<file path="src/rtl/reg_file_8x32_pkg.sv">
// reg_file_8x32_pkg: shared sizes and the hardwired-zero register index for the register file.
package reg_file_8x32_pkg;
    localparam int REG_ADDR_W = 3;
    localparam int NUM_REGS   = 8;
    localparam int DATA_W     = 32;
    localparam logic [REG_ADDR_W-1:0] ZERO_REG = 3'd0;
endpackage

</file>
<file path="src/rtl/reg_read_port.sv">
// reg_read_port: combinational read port with per-bit 8:1 data selection, write bypass and busy lookup.
module reg_read_port
    import reg_file_8x32_pkg::*;
#(
    parameter int W         = 32,
    parameter bit BYPASS_EN = 1'b1
) (
    input  logic [NUM_REGS-1:0][W-1:0] regs,
    input  logic [NUM_REGS-1:0]        busy_vec,
    input  logic [REG_ADDR_W-1:0]      rd_addr,
    input  logic                       wr_en,
    input  logic [REG_ADDR_W-1:0]      wr_addr,
    input  logic [W-1:0]               wr_data,
    input  logic                       claim_en,
    input  logic [REG_ADDR_W-1:0]      claim_addr,
    output logic [W-1:0]               rd_data,
    output logic                       busy
);
    logic [W-1:0] stored;
    logic         wr_hit;
    logic         claim_hit;

    for (genvar b = 0; b < W; b++) begin : g_bit
        logic [NUM_REGS-1:0] col;
        for (genvar r = 0; r < NUM_REGS; r++) begin : g_reg
            assign col[r] = regs[r][b];
        end
        assign stored[b] = col[rd_addr];
    end

    assign wr_hit    = BYPASS_EN && wr_en && (wr_addr == rd_addr) && (wr_addr != ZERO_REG);
    assign claim_hit = claim_en && (claim_addr == rd_addr) && (claim_addr != ZERO_REG);
    assign rd_data   = wr_hit ? wr_data : stored;
    // A same-cycle write retires the pending producer unless a new one is claimed alongside it.
    assign busy      = (wr_hit && !claim_hit) ? 1'b0 : busy_vec[rd_addr];
endmodule

</file>
<file path="src/rtl/reg_file_8x32.sv">
// reg_file_8x32: 8x32 register file, one write port, two read ports, per-register busy scoreboard.
module reg_file_8x32
    import reg_file_8x32_pkg::*;
#(
    parameter int DATA_W    = 32,
    parameter bit BYPASS_EN = 1'b1
) (
    input  logic                  clk,
    input  logic                  rst_n,
    input  logic                  wr_en,
    input  logic [REG_ADDR_W-1:0] wr_addr,
    input  logic [DATA_W-1:0]     wr_data,
    input  logic [REG_ADDR_W-1:0] rd_addr_a,
    output logic [DATA_W-1:0]     rd_data_a,
    input  logic [REG_ADDR_W-1:0] rd_addr_b,
    output logic [DATA_W-1:0]     rd_data_b,
    input  logic                  claim_en,
    input  logic [REG_ADDR_W-1:0] claim_addr,
    output logic                  busy_a,
    output logic                  busy_b,
    output logic [NUM_REGS-1:0]   busy_vec
);
    logic [NUM_REGS-1:0][DATA_W-1:0] regs_q, regs_d;
    logic [NUM_REGS-1:0]             busy_q, busy_d;

    // Claim is applied after the write-clear so a new producer wins over the retiring one.
    always_comb begin
        regs_d = regs_q;
        busy_d = busy_q;
        if (wr_en) begin
            regs_d[wr_addr] = wr_data;
            busy_d[wr_addr] = 1'b0;
        end
        if (claim_en) busy_d[claim_addr] = 1'b1;
        regs_d[ZERO_REG] = '0;
        busy_d[ZERO_REG] = 1'b0;
    end

    always_ff @(posedge clk or negedge rst_n) begin
        if (!rst_n) begin
            regs_q <= '0;
            busy_q <= '0;
        end else begin
            regs_q <= regs_d;
            busy_q <= busy_d;
        end
    end

    assign busy_vec = busy_q;

    reg_read_port #(.W(DATA_W), .BYPASS_EN(BYPASS_EN)) u_port_a (
        .regs(regs_q), .busy_vec(busy_q), .rd_addr(rd_addr_a),
        .wr_en(wr_en), .wr_addr(wr_addr), .wr_data(wr_data),
        .claim_en(claim_en), .claim_addr(claim_addr),
        .rd_data(rd_data_a), .busy(busy_a)
    );

    reg_read_port #(.W(DATA_W), .BYPASS_EN(BYPASS_EN)) u_port_b (
        .regs(regs_q), .busy_vec(busy_q), .rd_addr(rd_addr_b),
        .wr_en(wr_en), .wr_addr(wr_addr), .wr_data(wr_data),
        .claim_en(claim_en), .claim_addr(claim_addr),
        .rd_data(rd_data_b), .busy(busy_b)
    );
endmodule

</file>
<file path="config.mk">
export PLATFORM = sky130hd
export DESIGN_NAME = reg_file_8x32
export DESIGN_NICKNAME = d
export VERILOG_FILES = /design/src/rtl/reg_file_8x32_pkg.sv /design/src/rtl/reg_read_port.sv /design/src/rtl/reg_file_8x32.sv
export SDC_FILE = /design/constraint.sdc
export NUM_CORES = 1
export LEC_CHECK = 0
export BUFFER_PORTS_ARGS = -buffer_cell sky130_fd_sc_hd__buf_2
export CAP_MARGIN = 20
export CORE_UTILIZATION = 60
export CTS_BUF_LIST = sky130_fd_sc_hd__clkbuf_8
export DETAILED_ROUTE_END_ITERATION = 16
export PLACE_DENSITY = 0.8
export RECOVER_POWER = 100
export SLEW_MARGIN = 20
export SYNTH_ARGS = -nofsm -noshare
export SYNTH_HDL_FRONTEND = slang
export SYNTH_SLANG_ARGS = --single-unit
</file>
<file path="constraint.sdc">
create_clock -name clk -period 2.4 [get_ports clk]
set_clock_uncertainty 0.15 [all_clocks]
set_input_delay 0.48 -clock clk [delete_from_list [all_inputs] [get_ports clk]]
set_output_delay 0.48 -clock clk [all_outputs]
set_load 0.02 [all_outputs]
</file>
# Yosys cells after proc, flatten, opt, wreduce, memory -nomap -nowiden

Cells that the tools add are included.
W data, S select, Z words.

Flip-flop bits (word level): 231
Input port bits: 48
Output and inout bits: 74
Logic and storage cells: 182

$lt $le $gt $ge: 6
Eq/ne operators: 4
Mux-type cells: 145
Bitwise operators: 3
Reductions and logical operators: 16

Operators with widths:

| cell                 | number |
|---|---|
| $bwmux W256          | 1 |
| $bmux W1 S3          | 66 |
| $demux W32 S3        | 1 |
| $mux W32             | 3 |
| $mux W1              | 70 |
| $lt A3 B4 Y1 const B | 4 |
| $mux W8              | 2 |
| $eq A3 B3 Y1         | 4 |
| $logic_and A1 B1 Y1  | 12 |
| $and A8 B8 Y8        | 1 |
| $not A8 Y8           | 1 |
| $or A8 B8 Y8         | 1 |
| $demux W1 S3         | 2 |
| $ge A3 B1 Y1 const B | 2 |
| $reduce_bool A3 Y1   | 2 |
| $logic_not A1 Y1     | 2 |

# Depth between registers and ports, before layout

Gate-level depths: netlist of the first run.

Depth after elaboration: 9
Depth in mapped cells: 7
Mapped depth without buffers: 4

# Modules after synthesis

Synthesis of the first run repeated with hierarchy kept, for this count alone.

Cell total of the unflattened synthesis: 845
Area total of the unflattened synthesis: 14193.6 um2

By module, submodules not included:

| module        | times used | cells an instance | area each (um2) | seq. area each (um2) |
|---|---|---|---|---|
| reg_file_8x32 | 1          | 507               | 9176.3          | 5780.5 |
| reg_read_port | 2          | 169               | 2508.7          | 0.0 |

# Least setup slack after synthesis of the first run

OpenSTA, ideal clock, no wires.

Path kind: in2out
Start point: input claim_addr[2]
End point: output busy_b
Arrival: 1.894 ns
Required time: 1.770 ns
Path slack: -0.124 ns
Stages: 5
Path buffers: 1
Cell sequence: clkbuf_1 -> or3b_1 -> a211oi_1 -> o211ai_1 -> a221oi_1

Longest elaborated chain between the ends: 6
Elaborated cells on any way between the ends: 7
Those cells by class: eq/ne (1); mux (1); reduce/logical (5)

RTL lines:

| what                    | line                | RTL |
|---|---|---|
| from (decl)             | reg_file_8x32.sv:18 | `input logic [REG_ADDR_W-1:0] claim_addr,` |
| $eq A3 B3 Y1            | reg_read_port.sv:32 | `assign claim_hit = claim_en && (claim_addr == rd_addr) && (claim_addr != ZERO_REG);` |
| $logic_and A1 B1 Y1     | reg_read_port.sv:32 |  |
| $logic_and A1 B1 Y1 (*) | reg_read_port.sv:32 |  |
| $logic_not A1 Y1 (*)    | reg_read_port.sv:35 | `assign busy = (wr_hit && !claim_hit) ? 1'b0 : busy_vec[rd_addr];` |
| $logic_and A1 B1 Y1 (*) | reg_read_port.sv:35 |  |
| $mux W1 (*)             | reg_read_port.sv:35 |  |
| to (decl)               | reg_file_8x32.sv:20 | `output logic busy_b,` |

Mark *: on every way between the ends. The rest lies on a longest branch, timed or not.

# Worst setup path in the final report of the first run

Start point: register regs_q[116] (netlist name)
End point: output rd_data_b[20]

Longest elaborated chain between the ends: 3

RTL lines:

| what                          | line                | RTL |
|---|---|---|
| from (decl)                   | reg_file_8x32.sv:23 | `logic [NUM_REGS-1:0][DATA_W-1:0] regs_q, regs_d;` |
| from (signal assigned)        | reg_file_8x32.sv:44 | `regs_q <= regs_d;` |
| $bmux W1 S3                   | reg_read_port.sv:28 | `assign stored[b] = col[rd_addr];` |
| $mux W1 (implied by the code) | reg_read_port.sv:28 |  |
| $mux W32                      | reg_read_port.sv:33 | `assign rd_data = wr_hit ? wr_data : stored;` |
| to (decl)                     | reg_file_8x32.sv:16 | `output logic [DATA_W-1:0] rd_data_b,` |

Every way passes these cells. The select of a mux whose other input is x is not followed.

==> impl_results.md, run 1 <==
* Async S/R FF share, synth at 1.000
* Leading cell types by count after synthesis: mux2_2 (348), dfrtp_1 (231), a221oi_1 (68)
* Antenna violations before repair at 0
* Syn. warnings at 0
* Clk sinks at 231
* Worst ir drop on vdd at 568.6 µV
* Final instance area at 0.01815 mm²
* Post-place instance area at 0.01487 mm²
* Longest Clk Path Bufs at 3
* Critical Path RT at 1.77 ns
* Tcrit/Tclk final at 1.176
* Layout Nets at 1344
* Die height at 150.3 µm
* Worst-Skew Late Latency at 0.54 ns
* Ports at 122
* Post-synthesis compound-gate area fraction at 0.08444
* CORE AREA at 0.02129 mm²
* Largest net degree at the start of global routing at 68
* Vias in the first global route at 11490
* Antenna-violating nets left at 0
* Crit. End Element: output pin
* Adder-cell share of the synthesized area at 0
* Vias at 11550
* Worst Hold End: regs_q[119]
* Worst r2r src: regs_q[232]
* Flip-flop and latch count after synthesis at 231
* Seq/Total Area, Yosys at 0.4383
* Synth unique cells at 39
* Startpoint Class: flop
* Synth Area in Simple Gates at 0.02410
* Post-route setup slack at -0.4218 ns
* Storage element area at 0.005782 mm²
* Top post-synthesis cells by area: dfrtp_1 (44%), mux2_2 (30%), mux4_2 (5.8%), mux2i_1 (4.9%), a221oi_1 (4.5%)
* IO buf count at 120
* Largest family of logic cells by synthesized area: multiplexers
* Drt pass-1 iters at 5
* Ys flop type: dfrtp_1
* Final Wtd Congestion at 0.8339
* H-tree Lvls at 2
* Multi-input gate area in the final layout at 0.007999 mm²
* Setup TNS at -20.64 ns
* Starting Density at 0.6195
* # fillers at 892
* Layout area overhead at 37.61%
* Gr ovfl total at 0
* Starting DRC count in detailed routing at 1214
* First-pass GRT wire length at 65.92 mm
* RSZ-0062 raised after global routing: yes
* Reg2Reg Depth at 3
* # setup viols final at 130
* CTS tree: yes
* Die area at 0.02258 mm²
* Hold depth at 2
* Period minus WS final at 2.822 ns
* GRT Util Overall at 0.3888
* DR DRC count at 0
* Mapped cell area at 0.01319 mm²
* Syn Area/Cell at 13.14 µm²
* Post-synth EDFFs at 0
* PnR Total Power at 14.62 mW
* Most frequent cell after synthesis: mux2_2
* Reg2reg end: regs_q[232]
* Synth area leader: dfrtp_1
* Pwr Density at 805.4 mW/mm²
* Root buf cell: clkbuf_8
* Post-Synth XOR/XNOR Area at 0.005313
* CTS buffer count at 40
* Post-DP HPWL at 21.88 mm
* Die Span X at 150.3 µm
* Reg2reg setup slack at 1.20 ns
* Lkg Pwr at 8.038 nW
* Via density at 7.241
* Mux contribution to synthesized area at 0.4072
* Slew HR at -0.06725
* Antenna cells at 0
* Worst-path fanout max at 3
* Status: complete, but fails checks
* Cells after synthesis at 1004
* Hold path start: wr_data[23]
* Failing checks: max-capacitance violations, max-slew violations, negative setup slack
* Rows at 53
* Max Cap Violations at 1
* Final Hold Vio Count at 0
* Clock transition at path regs at 0.06 ns
* Final slew viol count at 59
* Syn Nets at 1052
* Wire per inst at 31.04 µm
* Post-synth top area share at 0.4383
* Path type of the worst min-delay path: primary input to flop
* Share of cells above drive strength 1 at 0.6697
* Slew of the pin with the lowest slew margin at 1.601 ns
* Critical path start-end classification: flop to output pin
* Fmax at 0.3544 GHz
* Final wirelength at 49.51 mm
* WP data arrival at 2.19 ns
[logic make-up after synthesis]
logic type	Yosys count
AND/OR/NAND/NOR	66
multiplexers	450
buffers and inverters	99
flip-flops	231
XOR/XNOR	8
other	1
AO/OA/AOI/OAI	149
[state kept, by name, summed over array words and instances, names as in the netlist]
name and cells:
busy_vec 7, regs_q 224
[routing by layer]
metal  up-vias  track usage  wire length [µm]
met1      5801       0.4670             17590
met5         -            0                 0
met2       953       0.6472             23770
li1       4461            -                 -
met3       334      0.07485              4610
met4         0       0.2404              3548
[metrics by stage]
step | cells | hold slack (ns) | setup WS, ns | util
floorplan | 1004 | 0.03441 | -0.03988 | -
finish | 1595 | 0.1275 | -0.4218 | 0.8525
global route | 1595 | 0.1448 | -0.3901 | 0.8525
detailed placement | 1403 | 0.3003 | -0.3251 | 0.6986
global placement | 1403 | 0.2972 | -0.2845 | 0.6986
CTS | 1555 | 0.1023 | -0.2517 | 0.8200
[area by class of cell]
class | instances | share of cell area
well taps | 275 | 0.01896
inverters | 5 | 0.001034
clock buffers | 50 | 0.03792
flip-flops and latches | 231 | 0.3186
repair buffers | 344 | 0.1786
multi-input cells | 674 | 0.4408
clock inverters | 16 | 0.004068
[worst max path at each step]
stage                            start             to  slack [ns]
after global routing       regs_q[116]  rd_data_b[20]       -0.39
after floorplan                  wr_en  rd_data_a[19]       -0.04
after detailed placement  rd_addr_b[0]  rd_data_b[22]       -0.33
after CTS                  regs_q[116]  rd_data_b[20]       -0.25
after global placement    rd_addr_b[0]  rd_data_b[20]       -0.28
final                      regs_q[116]  rd_data_b[20]       -0.42
[cells in the final DEF, fill, tap and decap left out, types with 3 or more instances in the layout]
| cell type | count |
|---|---|
| a221oi_4 | 17 |
| o21ai_0 | 7 |
| dfrtp_1 | 230 |
| mux2i_1 | 63 |
| mux2_2 | 271 |
| clkinv_2 | 5 |
| xnor2_1 | 4 |
| nand4b_1 | 3 |
| xnor2_2 | 3 |
| buf_8 | 5 |
| mux2_4 | 80 |
| nand2_2 | 11 |
| mux4_2 | 34 |
| nand2b_1 | 3 |
| a22oi_2 | 9 |
| buf_2 | 40 |
| buf_12 | 36 |
| a221oi_2 | 40 |
| nor2b_4 | 3 |
| nand2_1 | 33 |
| a221oi_1 | 11 |
| clkbuf_4 | 3 |
| buf_6 | 72 |
| clkbuf_1 | 12 |
| buf_4 | 163 |
| clkbuf_8 | 51 |
| inv_1 | 14 |
| clkbuf_2 | 8 |
| o21ai_1 | 19 |
| o21ai_2 | 12 |
| a22oi_1 | 23 |
[worst max-delay path: stages (launching register included)]
cell and delay [ns]:
dfrtp_1 0.42, mux2_2 0.30, a221oi_2 0.33, a221oi_1 0.13, mux2_2 0.32, buf_6 0.14
[what timing repair did]
action | in CTS | in global routing
cloned | 3 | 1
hold buffers | 1 | 0
buffers inserted | 84 | 40
pin swaps | 32 | 38
gates resized for setup | 276 | 119
hold endpoints to repair | 56 | 0
setup endpoints to repair | 66 | 66
[report_power, final]
group / total (mW) / internal (mW) / switching, mW
Sequential: 5.59 / 4.76 / 0.837
Combinational: 5.42 / 3.00 / 2.42
Clock: 3.60 / 1.87 / 1.74
Power figures use the tool's default switching activity.
==> run 2, diff against run 1 <==
--- a/config.mk
+++ b/config.mk
@@ -7,11 +7,12 @@
 export LEC_CHECK = 0
 export BUFFER_PORTS_ARGS = -buffer_cell sky130_fd_sc_hd__buf_2
 export CAP_MARGIN = 20
-export CORE_UTILIZATION = 60
+export CORE_UTILIZATION = 50
 export CTS_BUF_LIST = sky130_fd_sc_hd__clkbuf_8
 export DETAILED_ROUTE_END_ITERATION = 16
-export PLACE_DENSITY = 0.8
+export PLACE_DENSITY = 0.69
 export RECOVER_POWER = 100
+export REMOVE_ABC_BUFFERS = 1
 export SLEW_MARGIN = 20
 export SYNTH_ARGS = -nofsm -noshare
 export SYNTH_HDL_FRONTEND = slang
==> impl_results.md, run 2 (synthesized netlist as in run 1, its figures left out) <==
* Path type of the worst min-delay path: primary input to flop
* Post-place instance area at 0.01488 mm² (about the same)
* Worst ir drop on vdd at 486.9 µV (-14%)
* Gr ovfl total at 0 (unchanged)
* CORE AREA at 0.02598 mm² (+22%)
* Crit path top cell by count: mux2_4
* Slowest-stage cell, CP: dfrtp_1
* Slew HR at -0.1133 (-0.04604)
* Multi-input gate area in the final layout at 0.008080 mm² (+1.0%)
* IO buf count at 120 (unchanged)
* RSZ-0062 raised after global routing: yes
* Critical path start-end classification: flop to output pin
* Antenna-violating nets left at 0 (unchanged)
* # fillers at 1751 (+96%)
* H-tree Lvls at 2 (unchanged)
* CTS tree: yes
* Reg2Reg Depth at 3 (unchanged)
* Worst path max stage delay at 0.40 ns (-0.02 ns)
* Starting Density at 0.5075 (-0.1120)
* Layout area overhead at 38.35%
* Post-route setup slack at -0.2569 ns (+0.1649 ns)
* Period minus WS final at 2.657 ns (-0.1649 ns)
* Rows at 59 (+11%)
* Die area at 0.02703 mm² (+20%)
* Starting DRC count in detailed routing at 781 (-36%)
* Fmax at 0.3764 GHz (+6.2%)
* Pwr Density at 762.6 mW/mm² (-5.3%)
* Status: complete, but fails checks
* Die Span X at 164.4 µm (+9.4%)
* Largest register FFs at 224 (unchanged)
* Storage element area at 0.005781 mm² (about the same)
* Root buf cell: clkbuf_8
* Failing checks: max-capacitance violations, max-slew violations, negative setup slack
* Final Wtd Congestion at 0.8208 (-1.6%)
* Worst-Skew Late Latency at 0.53 ns (about the same)
* CTS buffer count at 40 (unchanged)
* Worst-path fanout max at 3 (unchanged)
* # setup viols final at 66 (-49%)
* Largest net degree at the start of global routing at 68 (unchanged)
* Ports at 122 (unchanged)
* Startpoint Class: flop
* Post-place setup slack at -0.3548 ns (-0.02966 ns)
* Most common cell after layout, fill and taps aside: mux2_2
* DR DRC count at 0 (unchanged)
* Vias at 10290 (-11%)
* Share of cells above drive strength 1 at 0.6747 (+0.005038)
* Worst r2r src: regs_q[151]
* First-pass GRT wire length at 60.70 mm (-7.9%)
* Hold path start: claim_addr[1]
* Hold depth at 2 (unchanged)
* Global route hottest layer: met2
* Final wirelength at 40.39 mm (-18%)
* Post-DP HPWL at 23.42 mm (+7.0%)
* Vias in the first global route at 10520 (-8.4%)
* Via density at 6.200 (-14%)
* Final slew viol count at 21 (-64%)
* Slew of the pin with the lowest slew margin at 1.670 ns (+0.06906 ns)
* GRT Util Overall at 0.2954 (-0.09336)
* Crit path from: regs_q[85]
* Met3 Use GR at 0.04696 (-0.02789)
* Drt pass-1 iters at 5 (unchanged)
* Critical Path RT at 1.77 ns (about the same)
* Antenna violations before repair at 2 (+2)
* Clock transition at path regs at 0.06 ns (about the same)
* Clk sinks at 231 (unchanged)
* Longest Clk Path Bufs at 3 (unchanged)
* WP data arrival at 2.03 ns (-0.16 ns)
* Tcrit/Tclk final at 1.107 (-0.06869)
* Biggest register: regs_q
* Wire per inst at 24.35 µm (-22%)
* Commonest non-fill, non-tap cells in the layout: mux2_2 (266), dfrtp_1 (231), buf_4 (162)
* Die height at 164.4 µm (+9.4%)
* Crit. End Element: output pin
* Crit-path cells: mux2_4, a221oi_4, a221oi_2, mux2_4, buf_6
* Lkg Pwr at 8.057 nW (+0.23%)
* Final Hold Vio Count at 0 (unchanged)
* Max Cap Violations at 1 (unchanged)
* Grt met2 use at 0.4755 (-0.1718)
* Met1 Use GR at 0.4088 (-0.05818)
* Final instance area at 0.01825 mm² (+0.54%)
* Layout Nets at 1348 (+0.30%)
-- run 2: cell count changes in the layout (fill, tap and decap cells not counted), moves of 5 or more --
| cell | previous run | this run |
|---|---|---|
| a22oi_1 | 23 | 16 |
| a221oi_1 | 11 | 4 |
| a22oi_2 | 9 | 16 |
| buf_12 | 36 | 24 |
| buf_6 | 72 | 82 |
| mux2_2 | 271 | 266 |
| mux2_4 | 80 | 86 |
-- run 2: what timing repair did --
action / CTS / global route
setup buffers: 81 / 36
gates resized for setup: 323 / 116
hold buffers: 1 / 0
hold endpoints to repair: 167 / 0
gates cloned: 4 / 4
pin swaps: 32 / 25
endpoints found under the setup margin: 66 / 66
-- run 2: layout make-up --
| cell class | count | share of cell area |
|---|---|---|
| multi-input cells | 674 | 0.4429 |
| flip-flops and latches | 231 | 0.3168 |
| repair buffers | 348 | 0.1760 |
| clock buffers | 48 | 0.03621 |
| well taps | 335 | 0.02297 |
| clock inverters | 16 | 0.003840 |
| inverters | 5 | 0.001029 |
| diodes | 2 | 0.0002743 |
-- run 2: per-stage QoR --
step / std cells / total power [mW] / util / setup TNS, ns / hold slack, ns
6_report: 1659 / 13.91 / 0.7021 / -13.19 / 0.1346
5_1_grt: 1658 / 14.55 / 0.7020 / -22.74 / 0.1322
4_1_cts: 1622 / 13.41 / 0.6808 / -13.63 / 0.09967
3_5_place_dp: 1474 / 8.896 / 0.5726 / -18.37 / 0.1954
3_3_place_gp: 1474 / 8.757 / 0.5726 / -17.65 / 0.1966
2_1_floorplan: 910 / 7.607 / - / -171.01 / 0.03441
-- run 2: worst paths after layout --
path                       slack [ns]             to
setup reg to reg                 1.20    regs_q[151]
setup / recovery                -0.26  rd_data_b[21]
max in group asynchronous        0.09    regs_q[159]
hold reg to reg                  0.38    regs_q[204]
min in group asynchronous        0.76     regs_q[48]
hold / removal                   0.13    busy_vec[1]
-- run 2: routing by layer --
metal / vias to the layer above / wire, µm
li1: 4479 / -
met1: 5398 / 17640
met2: 342 / 19490
met3: 67 / 2265
met4: 0 / 997
met5: - / 0
-- run 2: worst max-delay path: cells and delay by family, from the launching register on --
kind                   cells  cell delay (ns)
multiplexers               2             0.61
AO/OA/AOI/OAI              2             0.34
buffers and inverters      1             0.14
flip-flops                 1             0.40
-- run 2: power by group --
group / leakage (nW) / switching, mW / internal [mW]
registers: 2.77 / 0.678 / 4.76
logic: 4.86 / 2.11 / 2.95
clock network: 0.424 / 1.63 / 1.79
total: 8.06 / 4.41 / 9.50
==> run 3, diff against run 2 <==
--- a/config.mk
+++ b/config.mk
@@ -7,6 +7,7 @@
 export LEC_CHECK = 0
 export BUFFER_PORTS_ARGS = -buffer_cell sky130_fd_sc_hd__buf_2
 export CAP_MARGIN = 20
+export CORE_ASPECT_RATIO = 1.2
 export CORE_UTILIZATION = 50
 export CTS_BUF_LIST = sky130_fd_sc_hd__clkbuf_8
 export DETAILED_ROUTE_END_ITERATION = 16
==> impl_results.md, run 3 (synthesized netlist as in run 1, its figures left out) <==
* Final slew viol count at 19 (-9.5%)
* Wire per inst at 25.14 µm (+3.3%)
* Slew of the pin with the lowest slew margin at 1.516 ns (-0.1543 ns)
* Longest Clk Path Bufs at 3 (unchanged)
* Die area at 0.02703 mm² (about the same)
* Drt pass-1 iters at 5 (unchanged)
* Worst-path fanout max at 7 (+4)
* # setup viols final at 65 (-1.5%)
* RSZ-0062 raised after global routing: yes
* Final Hold Vio Count at 0 (unchanged)
* Failing checks: max-capacitance violations, max-slew violations, negative setup slack
* IO buf count at 120 (unchanged)
* Share of cells above drive strength 1 at 0.6619 (-0.01287)
* DP Cell Count at 1468 (-0.41%)
* Layout area overhead at 38.89%
* Reg2reg end: regs_q[113]
* Starting DRC count in detailed routing at 697 (-11%)
* CTS buffer count at 40 (unchanged)
* DR DRC count at 0 (unchanged)
* Via density at 6.315 (+1.8%)
* Final Wtd Congestion at 0.7996 (-2.6%)
* Lkg Pwr at 8.063 nW (about the same)
* Worst-Skew Late Latency at 0.54 ns (about the same)
* Fmax at 0.3747 GHz (-0.46%)
* Path type of the worst min-delay path: primary input to flop
* Fin util at 0.7126 (+0.01043)
* Startpoint Class: primary input
* Biggest register: regs_q
* Clock transition at path regs at 0.06 ns (about the same)
* Post-DP HPWL at 23.25 mm (-0.73%)
* Power share of the clock group at 0.271 (+0.025)
* Sw power at 4.465 mW (+1.3%)
* Gr ovfl total at 0 (unchanged)
* CORE AREA at 0.02570 mm² (-1.1%)
* Hold depth at 2 (unchanged)
* Most common cell after layout, fill and taps aside: mux2_2
* Hold slack final at 0.1287 ns (-0.005877 ns)
* Hold path start: claim_addr[1]
* First-pass GRT wire length at 61.69 mm (+1.6%)
* Critical path start-end classification: primary input to output pin
* Crit path top cell by count: buf_12
* Antenna-violating nets left at 0 (unchanged)
* Switching share of total power at 0.3109 (-0.005995)
* Slowest-stage cell, CP: mux2_2
* Post-Layout Cell Count at 1649 (-0.60%)
* Final wirelength at 41.46 mm (+2.6%)
* Post-place setup slack at -0.4006 ns (-0.04581 ns)
* Worst path max stage delay at 0.34 ns (-0.06 ns)
* Commonest non-fill, non-tap cells in the layout: mux2_2 (272), dfrtp_1 (231), buf_4 (148)
* Die Span X at 150.3 µm (-8.6%)
* Rows at 64 (+8.5%)
* CP bufs+invs at 6 (+5)
* Antenna violations before repair at 0 (-2)
* Reg2Reg Depth at 3 (unchanged)
* Int Pwr at 9.896 mW (+4.1%)
* Status: complete, but fails checks
* GRT Util Overall at 0.2991 (+0.003630)
* Crit-path cells: buf_12, buf_12, xnor2_4, nand3_2, a21oi_4, buf_12, buf_12, buf_16, mux2_2, buf_6
* Post-route setup slack at -0.2691 ns (-0.01221 ns)
* Crit. End Element: output pin
* # fillers at 1677 (-4.2%)
* Worst r2r src: regs_q[113]
* Layout Nets at 1337 (-0.82%)
* Ports at 122 (unchanged)
* CP delay by family, top: buffers and inverters
* Root buf cell: clkbuf_8
* CTS tree: yes
* H-tree Lvls at 2 (unchanged)
* Max Cap Violations at 1 (unchanged)
* Vias in the first global route at 10730 (+2.0%)
* Vias at 10410 (+1.2%)
* Slew HR at -0.01042 (+0.1029)
* Largest register FFs at 224 (unchanged)
* Die height at 179.9 µm (+9.4%)
* Combinational power share at 0.349 (-0.014)
* Worst Hold End: busy_vec[1]
* Pwr Density at 784.0 mW/mm² (+2.8%)
* Tcrit/Tclk final at 1.112 (+0.005087)
* Largest net degree at the start of global routing at 90 (+32%)
* Clk sinks at 231 (unchanged)
* WP data arrival at 2.04 ns (about the same)
* Starting Density at 0.5130 (+0.005534)
* Antenna cells at 0 (-2)
* Period minus WS final at 2.669 ns (+0.01221 ns)
* Reg2reg setup slack at 1.21 ns (about the same)
* Worst ir drop on vdd at 427.9 µV (-12%)
* Critical Path RT at 1.77 ns (about the same)
* Part of the power in registers at 0.380 (-0.011)
run 3: metrics by stage:
stage          TNS, ns  total power, mW  cell area [µm²]
6_report        -13.51            14.36            18320
5_1_grt         -16.73            14.98            18320
4_1_cts         -13.92            13.67            17630
3_5_place_dp    -22.10            8.921            14960
3_3_place_gp    -21.63            8.799            14960
2_1_floorplan  -171.01            7.607            12670
run 3: timing repair:
action	in CTS	in global routing
gates cloned	7	2
endpoints found under the setup margin	66	66
hold buffers	1	0
resized for setup	263	140
pin swaps	35	26
hold endpoints to repair	231	0
buffers inserted	62	45
run 3: worst max path at each step:
stage	cells past startpoint	end	start	slack [ns]
global placement	7	rd_data_a[1]	rd_addr_a[0]	-0.39
detailed placement	7	rd_data_a[21]	rd_addr_a[0]	-0.40
CTS	8	rd_data_a[20]	rd_addr_a[1]	-0.27
finish	10	rd_data_b[29]	rd_addr_b[0]	-0.27
global route	5	rd_data_a[14]	regs_q[238]	-0.32
floorplan	2	regs_q[128]	wr_addr[1]	-2.05
run 3: power by group through the flow:
stage / combinational (mW) / sequential, mW / clock [mW]
final: 5.01 / 5.46 / 3.89
after global routing: 5.30 / 5.54 / 4.14
after CTS: 4.38 / 5.37 / 3.92
after detailed placement: 3.48 / 5.44 / 0
after global placement: 3.40 / 5.39 / 0
after floorplan: 2.34 / 5.27 / 0
run 3: layout make-up:
class	instances	area, µm²	area share
Clock buffer	54	743.2	0.04058
Sequential cell	231	5781	0.3156
Inverter	5	18.77	0.001025
Multi-Input combinational cell	674	8006	0.4371
Clock inverter	18	133.9	0.007309
Timing Repair Buffer	337	3221	0.1758
Tap cell	330	412.9	0.02254
run 3: routing by layer:
layer	GRT usage	routed length (µm)	vias to the layer above
li1	-	-	4451
met1	0.3841	16330	5420
met2	0.4930	20790	420
met3	0.05482	2590	122
met4	0.1257	1752	0
met5	0	0	-
